File: src/rtl/cpu16_pkg.sv
// Shared types and constants for the 16-bit CPU execute-stage units.
package cpu16_pkg;
   localparam int DATA_W    = 16;
   localparam int MUL_ITERS = 16;
   localparam int CNT_W     = 4;

   typedef enum logic [1:0] {
      IDLE = 2'd0,
      CALC = 2'd1,
      DONE = 2'd2
   } mul_state_t;
endpackage

File: src/rtl/sixteen_bit_adder.sv
// 16-bit ripple-carry adder with carry-in, carry-out and signed-overflow flag.
module sixteen_bit_adder (
   input  logic [15:0] A,
   input  logic [15:0] B,
   input  logic        Cin,
   output logic [15:0] S,
   output logic        Co,
   output logic        V
);
   logic [16:0] w_c;

   assign w_c[0] = Cin;

   generate
      for (genvar gi = 0; gi < 16; gi++) begin : g_fa
         assign S[gi]     = A[gi] ^ B[gi] ^ w_c[gi];
         assign w_c[gi+1] = (A[gi] & B[gi]) | (w_c[gi] & (A[gi] ^ B[gi]));
      end
   endgenerate

   assign Co = w_c[16];
   // Overflow when the carry into the sign bit differs from the carry out of it.
   assign V  = w_c[16] ^ w_c[15];
endmodule

File: src/rtl/seq_multiplier_16.sv
// Unsigned 16x16->32 shift-add multiplier, one partial product per clock,
// using the shared sixteen_bit_adder as its only arithmetic resource.
module seq_multiplier_16
   import cpu16_pkg::*;
(
   input  logic                clk,
   input  logic                rst_n,
   input  logic                start,
   input  logic [DATA_W-1:0]   a,
   input  logic [DATA_W-1:0]   b,
   output logic                busy,
   output logic                done,
   output logic [2*DATA_W-1:0] product
);
   mul_state_t          r_state;
   logic [DATA_W-1:0]   r_mcand;
   logic [DATA_W-1:0]   r_mq;
   logic [DATA_W-1:0]   r_acc;
   logic [CNT_W-1:0]    r_cnt;
   logic                r_busy;
   logic                r_done;
   logic [2*DATA_W-1:0] r_product;

   logic [DATA_W-1:0]   w_b_op;
   logic [DATA_W-1:0]   w_sum;
   logic                w_co;
   logic                w_unused_v;

   assign w_b_op = r_mq[0] ? r_mcand : '0;

   sixteen_bit_adder u_adder (
      .A   (r_acc),
      .B   (w_b_op),
      .Cin (1'b0),
      .S   (w_sum),
      .Co  (w_co),
      .V   (w_unused_v)
   );

   always_ff @(posedge clk or negedge rst_n) begin
      if (!rst_n) begin
         r_state   <= IDLE;
         r_mcand   <= '0;
         r_mq      <= '0;
         r_acc     <= '0;
         r_cnt     <= '0;
         r_busy    <= 1'b0;
         r_done    <= 1'b0;
         r_product <= '0;
      end else begin
         case (r_state)
            IDLE, DONE: begin
               r_done <= 1'b0;
               if (start) begin
                  r_mcand   <= a;
                  r_mq      <= b;
                  r_acc     <= '0;
                  r_cnt     <= '0;
                  r_product <= '0;
                  r_busy    <= 1'b1;
                  r_state   <= CALC;
               end else begin
                  r_busy  <= 1'b0;
                  r_state <= IDLE;
               end
            end
            CALC: begin
               // 33-bit right shift of {carry, sum, mq}.
               r_acc <= {w_co, w_sum[DATA_W-1:1]};
               r_mq  <= {w_sum[0], r_mq[DATA_W-1:1]};
               r_cnt <= r_cnt + CNT_W'(1);
               if (r_cnt == CNT_W'(MUL_ITERS - 1)) begin
                  r_product <= {w_co, w_sum, r_mq[DATA_W-1:1]};
                  r_busy    <= 1'b0;
                  r_done    <= 1'b1;
                  r_state   <= DONE;
               end
            end
            default: begin
               r_busy  <= 1'b0;
               r_done  <= 1'b0;
               r_state <= IDLE;
            end
         endcase
      end
   end

   assign busy    = r_busy;
   assign done    = r_done;
   assign product = r_product;
endmodule
File: config.mk
export PLATFORM = sky130hd
export DESIGN_NAME = seq_multiplier_16
export DESIGN_NICKNAME = d
export VERILOG_FILES = /design/src/rtl/cpu16_pkg.sv /design/src/rtl/sixteen_bit_adder.sv /design/src/rtl/seq_multiplier_16.sv
export SDC_FILE = /design/constraint.sdc
export NUM_CORES = 1
export LEC_CHECK = 0
export BUFFER_PORTS_ARGS = -buffer_cell sky130_fd_sc_hd__buf_2
export CAP_MARGIN = 20
export CORE_ASPECT_RATIO = 1.75
export CORE_MARGIN = 1
export CORE_UTILIZATION = 56
export DETAILED_ROUTE_END_ITERATION = 8
export PLACE_DENSITY_LB_ADDON = 0.3
export SLEW_MARGIN = 5
export SYNTH_ARGS = -nofsm -noshare
export SYNTH_HDL_FRONTEND = slang
export SYNTH_HIERARCHICAL = 1
export SYNTH_SLANG_ARGS = --single-unit
File: constraint.sdc
create_clock -name clk -period 8.54 [get_ports clk]
set_input_delay 0.427 -clock clk [delete_from_list [all_inputs] [get_ports clk]]
set_output_delay 0.427 -clock clk [all_outputs]
set_load 0.02 [all_outputs]
==> impl_metrics.yaml <==
status:
  status: "complete, no violations"
route:
  first_iter_violations: 233
  dr.pass1.iters: 4
  dr_total_vias: 2980
  ant_nets: 0
  drc: 0
  routedWlPerCell_um: 16.0
  viasPerCell: 5.60
  wl_mm: 8.51
setup_path:
  critPathRequiredTime_ps: 8810
  crit_top_cell: "fa_1"
  critPathKind: "reg2reg"
  cp_num_buf_inv: 4
  reg2reg_from: "r_mq[0]"
  worstSetupStartpoint: "r_mq[0]"
  cp_top_family: "adder cells"
  crit_path_start_kind: "flip-flop"
  crit_chain: "and2_1, fa_1, inv_1, fa_1, inv_1, fa_1, fa_1, fa_1, fa_1, fa_1, fa_1, fa_1, fa_1, fa_1, fa_1, fa_1, fa_1, fa_1, inv_1, fa_1, inv_1, nand3_1, o21ai_2"
  cp-end-kind: "flip-flop"
  cp_slowest_stage_delay_ps: 510
  critPathMaxFanout: 17
  cp_data_arrival_time_ps: 7650
  slowest_stage: "dfrtp_1"
layout:
  final_common_cell: "nand2_1"
  final_layout_size_suffix_gt1_share_pct: 27.5
  diodes: 0
  design_area_um2: 4790
  postLayoutCoreUtil_pct: 68.8
  fin_nets: 495
  mostFrequentLayoutCells: "98 x nand2_1, 87 x dfrtp_1, 67 x buf_2, 47 x nand3_1, 29 x o21ai_2"
  area_growth_pct: 16.8
  stdcell_count: 532
placed_design:
  dpl.cell_count: 514
  dp_hpwl_mm: 5.17
  numPortBuffers: 68
  pre_cts_slack_ps: 1300
  dpl_cell_area_um2: 4400
  place.gp.congestion: 0.819
min_path:
  hold_class: "in2reg"
  min_from: "a[11]"
synthesis:
  avgSynthCellArea_um2: 10.5
  syn_nets: 441
  syn_area_um2: 4100
  yosys_warnings: 6
  syn_inst: 389
timing:
  slew_viol_final: 0
  grt_setup_unrepaired: "false"
  finalSetupViolations: 0
  min_period_ps: 7380
  max_freq_mhz: 135
  setup_tns_ps: 0
  finalClockSkew_ps: 8.13
  slew-limit-headroom_pct: 45.9
  finalCritPeriodShare_pct: 86.5
  hold_violations: 0
  fin_ws_ps: 1160
  tightestPinTransition_ps: 811
pwr:
  vdd_ir_drop_max_mv: 0.197
  leakagePower_nw: 2.42
  powerDensity_nw_per_um2: 407
grt:
  antenna_found_initial: 0
  grt_max_degree: 88
  grt.overflow.total: 0
  grt_pass1_wl_mm: 13.9
  grt.total_usage_pct: 24.6
  grt_pass1_vias: 2896
clock_network:
  cts_tree: "done"
  root_buffer: "clkbuf_16"
  postCtsSetupRepairBufs: 0
  clk_latency_ps: 350
  htreeDepth: 3
  clock_sinks: 87
  path_clk_slew_ps: 60
  clockBufferDepth: 2
  cts_buffers: 9
die:
  initial_core_util_pct: 58.9
  core_area_um2: 6960
  die-area_um2: 7680
  rows: 40
  die_height_um: 115
  die_w_um: 66.7
  design.portCount: 69
flow_run:
  drv_cap: 0
[final timing paths]
kind | end | slack, ps | cells after the start
setup / recovery | product[30] | 1160 | 23
hold / removal | r_mcand[11] | 270 | 3
setup reg to reg | product[30] | 1160 | 23
hold reg to reg | r_mcand[15] | 470 | 2
max in group asynchronous | r_mcand[5] | 7460 | 3
min in group asynchronous | product[10] | 480 | 2
[layout make-up]
class	instances	area [um2]
clock inverters	7	120
repair buffers	74	410
flip-flops and latches	87	2180
fillers	526	2170
multi-input cells	260	1710
well taps	84	105
inverters	11	41.3
clock buffers	9	225
[stage by stage]
| stage | power, mW | hold WS, ps |
|---|---|---|
| floorplan | 1.29 | 131 |
| global placement | 1.45 | 451 |
| detailed placement | 1.49 | 459 |
| CTS | 1.95 | 265 |
| global route | 2.08 | 278 |
| finish | 1.95 | 271 |
[state kept, by name (all words and copies together), names as in the netlist]
register / cells
product: 32
r_acc: 16
r_mcand: 16
r_mq: 16
r_cnt: 4
r_state: 2
busy: 1
[worst reg2reg max path: stages (launching register included)]
cell and delay [ps]:
dfrtp_1 510, and2_1 220, fa_1 380, inv_1 70
fa_1 190, inv_1 60, fa_1 370, fa_1 390
fa_1 390, fa_1 400, fa_1 390, fa_1 400
fa_1 400, fa_1 420, fa_1 430, fa_1 400
fa_1 400, fa_1 410, fa_1 380, inv_1 80
fa_1 400, inv_1 80, nand3_1 70, o21ai_2 80
[power by group]
part           internal [mW]  switching (mW)
registers              0.601           0.131
logic                  0.313           0.448
clock network          0.287           0.166
[layer usage]
metal,part of all wire [%],vias up,global-route usage [%]
li1,-,1415,-
met1,41,1453,29.6
met2,52,97,41.3
met3,4.7,15,5.16
met4,2.5,0,12.1
met5,0,-,0
[repair_timing]
action	in CTS	in global routing
hold buffers	0	1
hold endpoints to repair	0	12
resized for setup	0	0
No activity file was read; power rests on OpenSTA's default activity.
